$ cat config.mk
export PLATFORM = sky130hd
export DESIGN_NAME = rsa_modexp
export DESIGN_NICKNAME = d
export VERILOG_FILES = /design/src/rtl/rsa_pkg.sv /design/src/rtl/rsa_modmul.sv /design/src/rtl/rsa_modexp.sv
export SDC_FILE = /design/constraint.sdc
export NUM_CORES = 1
export LEC_CHECK = 0
export CAP_MARGIN = 40
export CORE_ASPECT_RATIO = 0.75
export CORE_MARGIN = 2
export CORE_UTILIZATION = 40
export CTS_CLUSTER_DIAMETER = 50
export DETAILED_ROUTE_END_ITERATION = 8
export GPL_ROUTABILITY_DRIVEN = 0
export SLEW_MARGIN = 10
export SYNTH_ARGS = -nofsm -noshare
export SYNTH_HDL_FRONTEND = slang
export SYNTH_HIERARCHICAL = 1
export SYNTH_SLANG_ARGS = --single-unit
$ cat constraint.sdc
create_clock -name clk -period 14.9 [get_ports clk]
set_clock_uncertainty 0.15 [all_clocks]
set_input_delay 2.98 -clock clk [delete_from_list [all_inputs] [get_ports clk]]
set_output_delay 2.98 -clock clk [all_outputs]
set_load 0.01 [all_outputs]
$ cat src/rtl/rsa_pkg.sv
// Shared constants for the RSA modular exponentiation block.
// FSM state encoding and the smallest legal modulus.
package rsa_pkg;

  localparam logic [2:0] S_IDLE   = 3'd0;
  localparam logic [2:0] S_REDUCE = 3'd1;
  localparam logic [2:0] S_SQUARE = 3'd2;
  localparam logic [2:0] S_MULT   = 3'd3;
  localparam logic [2:0] S_NEXT   = 3'd4;
  localparam logic [2:0] S_DONE   = 3'd5;

  localparam int MIN_MODULUS = 2;

endpackage

$ cat src/rtl/rsa_modmul.sv
// Interleaved shift-add modular multiplier, MSB-first over a.
// WIDTH iteration cycles after start, then a 1-cycle done pulse.
module rsa_modmul #(
  parameter int WIDTH = 16
) (
  input  logic             clk,
  input  logic             rst,
  input  logic             start_i,
  input  logic [WIDTH-1:0] a_i,
  input  logic [WIDTH-1:0] b_i,
  input  logic [WIDTH-1:0] n_i,
  output logic             done_o,
  output logic [WIDTH-1:0] p_o
);

  localparam int CW = $clog2(WIDTH + 1);

  logic [WIDTH-1:0] a_q, b_q, n_q, r_q, r_d;
  logic [CW-1:0]    cnt_q;
  logic             run_q, done_q;
  logic [WIDTH+1:0] nx, t1, t2, t3;

  // One iteration: double, reduce, conditionally add b, reduce.
  always_comb begin
    nx  = {2'b00, n_q};
    t1  = {1'b0, r_q, 1'b0};
    t2  = (t1 >= nx) ? t1 - nx : t1;
    t3  = a_q[WIDTH-1] ? t2 + {2'b00, b_q} : t2;
    r_d = WIDTH'((t3 >= nx) ? t3 - nx : t3);
  end

  // Operand capture, iteration counter and done pulse.
  always_ff @(posedge clk or posedge rst) begin
    if (rst) begin
      a_q    <= '0;
      b_q    <= '0;
      n_q    <= '0;
      r_q    <= '0;
      cnt_q  <= '0;
      run_q  <= 1'b0;
      done_q <= 1'b0;
    end else if (start_i) begin
      a_q    <= a_i;
      b_q    <= b_i;
      n_q    <= n_i;
      r_q    <= '0;
      cnt_q  <= CW'(WIDTH);
      run_q  <= 1'b1;
      done_q <= 1'b0;
    end else if (run_q) begin
      r_q   <= r_d;
      a_q   <= a_q << 1;
      cnt_q <= cnt_q - CW'(1);
      if (cnt_q == CW'(1)) begin
        run_q  <= 1'b0;
        done_q <= 1'b1;
      end
    end else begin
      done_q <= 1'b0;
    end
  end

  assign done_o = done_q;
  assign p_o    = r_q;

endmodule

$ cat src/rtl/rsa_modexp.sv
// Left-to-right square-and-multiply modular exponentiation.
// One time-shared rsa_modmul serves REDUCE, SQUARE and MULT.
module rsa_modexp
  import rsa_pkg::*;
#(
  parameter int WIDTH     = 16,
  parameter int EXP_WIDTH = 16
) (
  input  logic                 clk,
  input  logic                 rst,
  input  logic                 in_valid,
  output logic                 in_ready,
  input  logic [WIDTH-1:0]     msg,
  input  logic [EXP_WIDTH-1:0] exp,
  input  logic [WIDTH-1:0]     modulus,
  output logic                 out_valid,
  input  logic                 out_ready,
  output logic [WIDTH-1:0]     result,
  output logic                 err,
  output logic                 busy
);

  localparam int IW = $clog2(EXP_WIDTH);

  logic [2:0]           state_q, state_d;
  logic [WIDTH-1:0]     msg_q, n_q, mr_q, acc_q, res_q;
  logic [EXP_WIDTH-1:0] exp_q;
  logic [IW-1:0]        idx_q;
  logic                 pend_q, err_q, bad_mod;

  logic                 mm_start, mm_done;
  logic [WIDTH-1:0]     mm_a, mm_b, mm_p;

  assign bad_mod = modulus < WIDTH'(MIN_MODULUS);

  rsa_modmul #(.WIDTH(WIDTH)) u_modmul (
    .clk    (clk),
    .rst    (rst),
    .start_i(mm_start),
    .a_i    (mm_a),
    .b_i    (mm_b),
    .n_i    (n_q),
    .done_o (mm_done),
    .p_o    (mm_p)
  );

  // Next state plus multiplier launch, issued on the edge a step begins.
  always_comb begin
    state_d  = state_q;
    mm_start = 1'b0;
    mm_a     = acc_q;
    mm_b     = acc_q;
    unique case (state_q)
      S_IDLE: begin
        if (in_valid)
          state_d = bad_mod ? S_DONE : S_REDUCE;
      end
      S_REDUCE: begin
        if (pend_q) begin
          mm_start = 1'b1;
          mm_a     = msg_q;
          mm_b     = WIDTH'(1);
        end else if (mm_done) begin
          state_d  = S_SQUARE;
          mm_start = 1'b1;
          mm_a     = WIDTH'(1);
          mm_b     = WIDTH'(1);
        end
      end
      S_SQUARE: begin
        if (mm_done) begin
          if (exp_q[idx_q]) begin
            state_d  = S_MULT;
            mm_start = 1'b1;
            mm_a     = mm_p;
            mm_b     = mr_q;
          end else begin
            state_d = S_NEXT;
          end
        end
      end
      S_MULT: begin
        if (mm_done)
          state_d = S_NEXT;
      end
      S_NEXT: begin
        if (idx_q == '0) begin
          state_d = S_DONE;
        end else begin
          state_d  = S_SQUARE;
          mm_start = 1'b1;
        end
      end
      S_DONE: begin
        if (out_ready)
          state_d = S_IDLE;
      end
      default: state_d = S_IDLE;
    endcase
  end

  // Datapath registers: operands, reduced message, accumulator, result.
  always_ff @(posedge clk or posedge rst) begin
    if (rst) begin
      state_q <= S_IDLE;
      msg_q   <= '0;
      exp_q   <= '0;
      n_q     <= '0;
      mr_q    <= '0;
      acc_q   <= '0;
      res_q   <= '0;
      idx_q   <= '0;
      pend_q  <= 1'b0;
      err_q   <= 1'b0;
    end else begin
      state_q <= state_d;
      unique case (state_q)
        S_IDLE: begin
          if (in_valid) begin
            msg_q <= msg;
            exp_q <= exp;
            n_q   <= modulus;
            err_q <= bad_mod;
            res_q <= '0;
            pend_q <= ~bad_mod;
          end
        end
        S_REDUCE: begin
          pend_q <= 1'b0;
          if (mm_done) begin
            mr_q  <= mm_p;
            acc_q <= WIDTH'(1);
            idx_q <= IW'(EXP_WIDTH - 1);
          end
        end
        S_SQUARE, S_MULT: begin
          if (mm_done)
            acc_q <= mm_p;
        end
        S_NEXT: begin
          if (idx_q == '0)
            res_q <= acc_q;
          else
            idx_q <= idx_q - IW'(1);
        end
        default: ;
      endcase
    end
  end

  assign in_ready  = (state_q == S_IDLE);
  assign out_valid = (state_q == S_DONE);
  assign busy      = (state_q != S_IDLE);
  assign result    = res_q;
  assign err       = err_q;

endmodule

# Yosys cells after proc, flatten, opt, wreduce, memory -nomap -nowiden
# Index checks and enable logic that the tools add are counted.
dict set report totals {
  out_inout_bits 20
  regBits 176
  in_bits 52
  word_cells 111
}
dict set report classes {
  n_reduce_logical 16
  eq_ne 16
  n_lt_le_gt_ge 4
  mux 52
  n_bitwise 1
  add_sub_neg 5
}
# operator count
set ops {}
lappend ops {{2-to-1 mux 16 bit} 15}
lappend ops {{one-hot mux 16 bit (2 select lines)} 4}
lappend ops {{2-to-1 mux 18 bit} 2}
lappend ops {{2-to-1 mux 3 bit} 9}
lappend ops {{adder 18 x 16 -> 18 bit} 1}
lappend ops {{greater-or-equal comparator 18 x 16 -> 1 bit} 1}
lappend ops {{one-hot mux 3 bit (6 select lines)} 1}
lappend ops {{subtractor 17 x 16 -> 18 bit} 1}
lappend ops {{greater-or-equal comparator 17 x 16 -> 1 bit} 1}
lappend ops {{< comparator 16 x 2 -> 1 bit (second input constant)} 1}
lappend ops {{subtractor 16 bit} 1}
lappend ops {{2-to-1 mux 1 bit} 13}
lappend ops {{2-to-1 mux 5 bit} 2}
lappend ops {{inequality test 2 x 1 -> 1 bit (second input constant)} 5}
lappend ops {{nonzero test 2 bit} 5}
lappend ops {{2-to-1 mux 4 bit} 2}
lappend ops {{inequality test 2 bit (second input constant)} 4}
lappend ops {{one-hot mux 4 bit (2 select lines)} 1}
lappend ops {{AND reduction 2 bit} 4}
lappend ops {{equality test 3 x 2 -> 1 bit (second input constant)} 2}
lappend ops {{equality test 3 bit (second input constant)} 2}
lappend ops {{AND reduction 3 bit} 2}
lappend ops {{AND reduction 6 bit} 1}
lappend ops {{equality test 5 x 1 -> 1 bit (second input constant)} 1}
lappend ops {{13 further kinds} 13}

# Depth between registers and ports, before layout
dict set report depth {
  depth_word 8
  depth_mapped 32
  mapped_depth_nobuf 30
}

# By module
# Netlist, hierarchy kept.
# mod area_each_um2 instances cells_each seq_area_each_um2
set by_module_without_submodules {}
lappend by_module_without_submodules {rsa_modmul 5656.7 1 642 1776.7}
lappend by_module_without_submodules {rsa_modexp 5210.0 1 608 2627.5}

# Worst setup path after synthesis
# No wires, ideal clock.
dict set report synth_path {
  path_kind {flip-flop to flip-flop}
  from {register u_modmul.n_q[0]}
  to {register u_modmul.r_q[10], in the netlist u_modmul/p_o[10]}
  path_stages_with_launch 29
  synth_period_minus_slack_ps 6112
  setup_ps 126
  required_time_ps 14624
  path_slack_ps 8788
  arrival_time_ps 5837
  path_buffers 2
  path_cell_list {dfrtp_1 > inv_1 > fa_1 > a211oi_2 > o21ai_1 > a21oi_2 > o211ai_2 > buf_2 > buf_2 > a21oi_1 > ha_1 > nor2b_1 > o31a_1 > o21ai_0 > nand2b_1 > a31oi_1 > o21ai_0 > xnor2_1 > a21oi_1 > ha_1 > a21oi_1 > o21ai_0 > a21oi_1 > o31ai_1 > nor3_1 > o21ai_2 > a2111oi_4 > nor2_2 > o311a_1}
}
dict set report synth_between {
  elab_chain_len 8
  word_cells_on_any_way 10
  cone_classes {3 x add/sub; 2 x order compare; 5 x mux}
}
# item line_no
set synth_lines {}
lappend synth_lines {{start: declaration} rsa_modmul.sv:18} ;# logic [WIDTH-1:0] a_q, b_q, n_q, r_q, r_d;
lappend synth_lines {{start signal: assignment} rsa_modmul.sv:45} ;# n_q <= n_i;
lappend synth_lines {{subtractor 17 x 16 -> 18 bit / greater-or-equal comparator 17 x 16 -> 1 bit (equally long branches)} rsa_modmul.sv:27} ;# t2 = (t1 >= nx) ? t1 - nx : t1;
lappend synth_lines {{2-to-1 mux 18 bit} rsa_modmul.sv:27}
lappend synth_lines {{adder 18 x 16 -> 18 bit} rsa_modmul.sv:28} ;# t3 = a_q[WIDTH-1] ? t2 + {2'b00, b_q} : t2;
lappend synth_lines {{2-to-1 mux 18 bit} rsa_modmul.sv:28}
lappend synth_lines {{subtractor 16 bit / greater-or-equal comparator 18 x 16 -> 1 bit (equally long branches)} rsa_modmul.sv:29} ;# r_d = WIDTH'((t3 >= nx) ? t3 - nx : t3);
lappend synth_lines {{2-to-1 mux 16 bit (*)} rsa_modmul.sv:29}
lappend synth_lines {{2-to-1 mux 16 bit (*)} rsa_modmul.sv:50} ;# end else if (run_q) begin
lappend synth_lines {{2-to-1 mux 16 bit (*)} rsa_modmul.sv:42} ;# end else if (start_i) begin
lappend synth_lines {{end signal: assignment} rsa_modmul.sv:51} ;# r_q <= r_d;
lappend synth_lines {{end: declaration} rsa_modmul.sv:18}
# Every way passes the cells marked *; elsewhere a longest branch is shown, timed or not. The select of a mux whose other input is x is not followed.
# A chain may end at the register's enable or synchronous reset.

# Worst setup path in the final report
dict set report layout_path {
  from {register u_modmul.n_q[0]}
  to {register u_modmul.r_q[9], in the netlist u_modmul/p_o[9]}
}
# Same word-level chain as after synthesis.

==> flow_summary.rst <==
.. list-table::
   :header-rows: 1

   * - Metric
     - Value
   * - Run status
     - completed
   * - Leading post-synthesis cells by instance count
     - 270 x sky130_fd_sc_hd__nand2_1, 176 x sky130_fd_sc_hd__dfrtp_1, 104 x sky130_fd_sc_hd__o21ai_0, 86 x sky130_fd_sc_hd__inv_1, 60 x sky130_fd_sc_hd__nor2_1
   * - Critical Path Source
     - u_modmul/n_q[0]
   * - Average cell area after synthesis
     - 8.69 um2
   * - Avg WL per Cell
     - 18.0 um
   * - Area share of the leading cell type in the synthesized netlist
     - 40.5%
   * - Synth async-reset ratio
     - 100%
   * - Clock latency reported for the late side of the worst-skew pair
     - 0.44 ns
   * - Htree depth
     - 4
   * - Data required, critical path
     - 15.03 ns
   * - # hold bufs at CTS
     - 0
   * - Hold violation count in the final report
     - 0
   * - Number of synthesized flops with an enable pin
     - 0
   * - Clk sink count
     - 176
   * - Critical path peak fanout
     - 22
   * - RSZ-0062 raised after global routing
     - no
   * - Boundary Pins
     - 72
   * - Maximum number of pins on one net before global-route repair
     - 63
   * - Crit path capture type
     - flip-flop
   * - Number of routed nets with antenna violations
     - 0
   * - Number of core rows
     - 52
   * - Total of flip-flops plus latches after synthesis
     - 176
   * - Count of pins over their slew limit
     - 0
   * - Max-slew headroom
     - 42.9%
   * - Ranking of synthesized cells by area
     - sky130_fd_sc_hd__dfrtp_1 41%, sky130_fd_sc_hd__nand2_1 9.3%, sky130_fd_sc_hd__ha_1 5.9%
   * - Via count of the routed design
     - 9,117
   * - Final worst-path cycle share
     - 48.8%
   * - CTS-repair resized insts
     - 0
   * - Most instantiated library cell after synthesis
     - sky130_fd_sc_hd__nand2_1
   * - First-pass DRT Iterations
     - 8
   * - Maximum number of buffers from clock root to sink
     - 2
   * - Number of failing setup endpoints in the final timing report
     - 0
   * - Area Growth Syn to Fin
     - 15.1%
   * - Fillcell total
     - 2,570
   * - All-Layer GR Usage
     - 21.1%
   * - X dimension of the die
     - 194 um
   * - Number of global-route vias before repair
     - 8,459
   * - Achievable Freq
     - 0.137 GHz
   * - Number of instances in the placed design
     - 1,626
   * - Non-filler cells, final
     - 1,658
   * - Cells after synthesis
     - 1,250
   * - Slew at the pin closest to its max-slew limit
     - 0.856 ns
   * - Path class of the lowest-slack min-delay path
     - reg2reg
   * - Ant. Diodes
     - 0
   * - Initial core utilization
     - 40.4%
   * - CTS root buf
     - sky130_fd_sc_hd__clkbuf_16
   * - Number of remaining DRC errors
     - 0
   * - Clock tree from TritonCTS
     - done
   * - CTS clk-pin slew, worst paths
     - 0.07 ns
   * - Element type at the critical path start
     - flip-flop
   * - Syn Nets
     - 1,356
   * - Start-to-end type of the worst setup path
     - reg2reg
   * - HPWL Detailed
     - 22,000 um
   * - Warning count from the yosys run
     - 6
   * - Core area
     - 0.0269 mm2
   * - Global-route congestion overflow total
     - 0
   * - Post-route setup TNS
     - 0 ns
   * - Setup Buffers After CTS
     - 0
   * - Dominant synthesized flop cell
     - sky130_fd_sc_hd__dfrtp_1
   * - Time the worst path needs with I/O delays and setup
     - 7.27 ns
   * - Critical Path Max Stage Delay
     - 0.71 ns
   * - Origin of the critical flop-to-flop path
     - u_modmul/n_q[0]
   * - Number of distinct standard cells referenced by the synthesized netlist
     - 77
   * - First-pass GRT wire length
     - 47,700 um
   * - Share of the yosys chip area belonging to registers
     - 40.5%
   * - Post-synthesis instance area
     - 0.0109 mm2
   * - Layout net count
     - 1,400
   * - DIE AREA
     - 0.0285 mm2
   * - CP max-delay cell
     - sky130_fd_sc_hd__nand4b_1
   * - Port Buf Inserts
     - 71
   * - Number of antenna violations at the first check in global routing
     - 0
   * - Hold path start
     - exp_q[1]
   * - MaxCap Viol Count
     - 0
   * - DRC marker count from the first detailed-route iteration
     - 895
   * - Die Y
     - 147 um
   * - Post-synth top area cell
     - sky130_fd_sc_hd__dfrtp_1
   * - Vias per cell
     - 5.50
   * - DRT Wirelength
     - 29,800 um
   * - Share of cells above drive strength 1
     - 8.65%
   * - Number of clock buffers inserted by TritonCTS
     - 17
   * - Data arrival time of the critical path
     - 7.40 ns
-- layout make-up --
type | instances | area, um2 | area share [%]
repair buffers | 92 | 906 | 7.24
multi-input cells | 921 | 5840 | 46.7
inverters | 86 | 325 | 2.60
well taps | 351 | 439 | 3.51
flip-flops and latches | 176 | 4410 | 35.2
clock buffers | 19 | 453 | 3.62
clock inverters | 13 | 139 | 1.11
-- final timing paths --
check                             endpoint  slack [ns]  depth (start not counted)
max                        u_modmul/p_o[9]        7.63                         30
min                               exp_q[1]        0.32                          2
max reg2reg                u_modmul/p_o[9]        7.63                         30
min reg2reg                       exp_q[1]        0.32                          2
max in group asynchronous          mr_q[8]       10.51                          3
min in group asynchronous           n_q[7]        2.88                          2
-- state kept, by name, indices dropped and copies added (netlist names) --
| register | flops |
|---|---|
| idx_q | 4 |
| n_q | 16 |
| u_modmul/cnt_q | 5 |
| mr_q | 16 |
| u_modmul/b_q | 16 |
| result | 16 |
| u_modmul/done_o | 1 |
| acc_q | 16 |
| state_q | 3 |
| pend_q | 1 |
| u_modmul/n_q | 16 |
| u_modmul/p_o | 16 |
| exp_q | 16 |
| u_modmul/run_q | 1 |
| msg_q | 16 |
| err | 1 |
| u_modmul/a_q | 16 |
-- metal layers --
metal	track usage [%]	up-vias	part of all wire, %
met5	0	-	0
met2	29.0	304	40
met4	4.96	0	0.98
met1	33.2	4359	51
li1	-	4426	-
met3	4.68	28	7.8
-- cells by family (layout without fill, tap and decap cells) --
kind of cell,count (synthesis),after routing,share of synthesized area (%)
mux,69,69,6.91
flops,176,176,40.5
compound gates,307,307,18.9
fa+ha+maj,54,54,6.42
simple gates,454,454,18.5
buf+inv,153,210,5.73
xor+xnor,37,37,2.98
-- cells in the final DEF, fill, tap and decap left out, types with 32 or more instances in the layout --
cell	netlist	final
sky130_fd_sc_hd__a21oi_1	49	49
sky130_fd_sc_hd__clkdlybuf4s50_1	0	71
sky130_fd_sc_hd__dfrtp_1	176	175
sky130_fd_sc_hd__ha_1	51	51
sky130_fd_sc_hd__inv_1	86	84
sky130_fd_sc_hd__mux2_2	32	32
sky130_fd_sc_hd__mux2i_1	33	33
sky130_fd_sc_hd__nand2_1	270	270
sky130_fd_sc_hd__nor2_1	60	60
sky130_fd_sc_hd__o21ai_0	104	104
-- worst max-delay path: cells and delay by family (launching register included) --
family / cells / cell delay, ns
AOI/OAI and AO/OA: 16 / 3.25
xor gates and xnor gates: 1 / 0.14
DFF: 1 / 0.38
and+or+nand+nor: 5 / 1.25
adders and majority gates: 4 / 1.27
buffers and inverters: 4 / 0.65
-- through the flow --
stage	cell area, um2	hold slack [ns]	worst slack (ns)	util [%]
2_1_floorplan	10900	0.288	8.79	-
3_3_place_gp	11900	0.304	7.90	44.1
3_5_place_dp	11900	0.312	7.81	44.4
4_1_cts	12500	0.333	7.75	46.6
5_1_grt	12500	0.349	7.04	46.6
6_report	12500	0.324	7.63	46.6
Power is not shown: default switching activity piles up to over one toggle a cycle in this logic, so the estimate is an artifact.
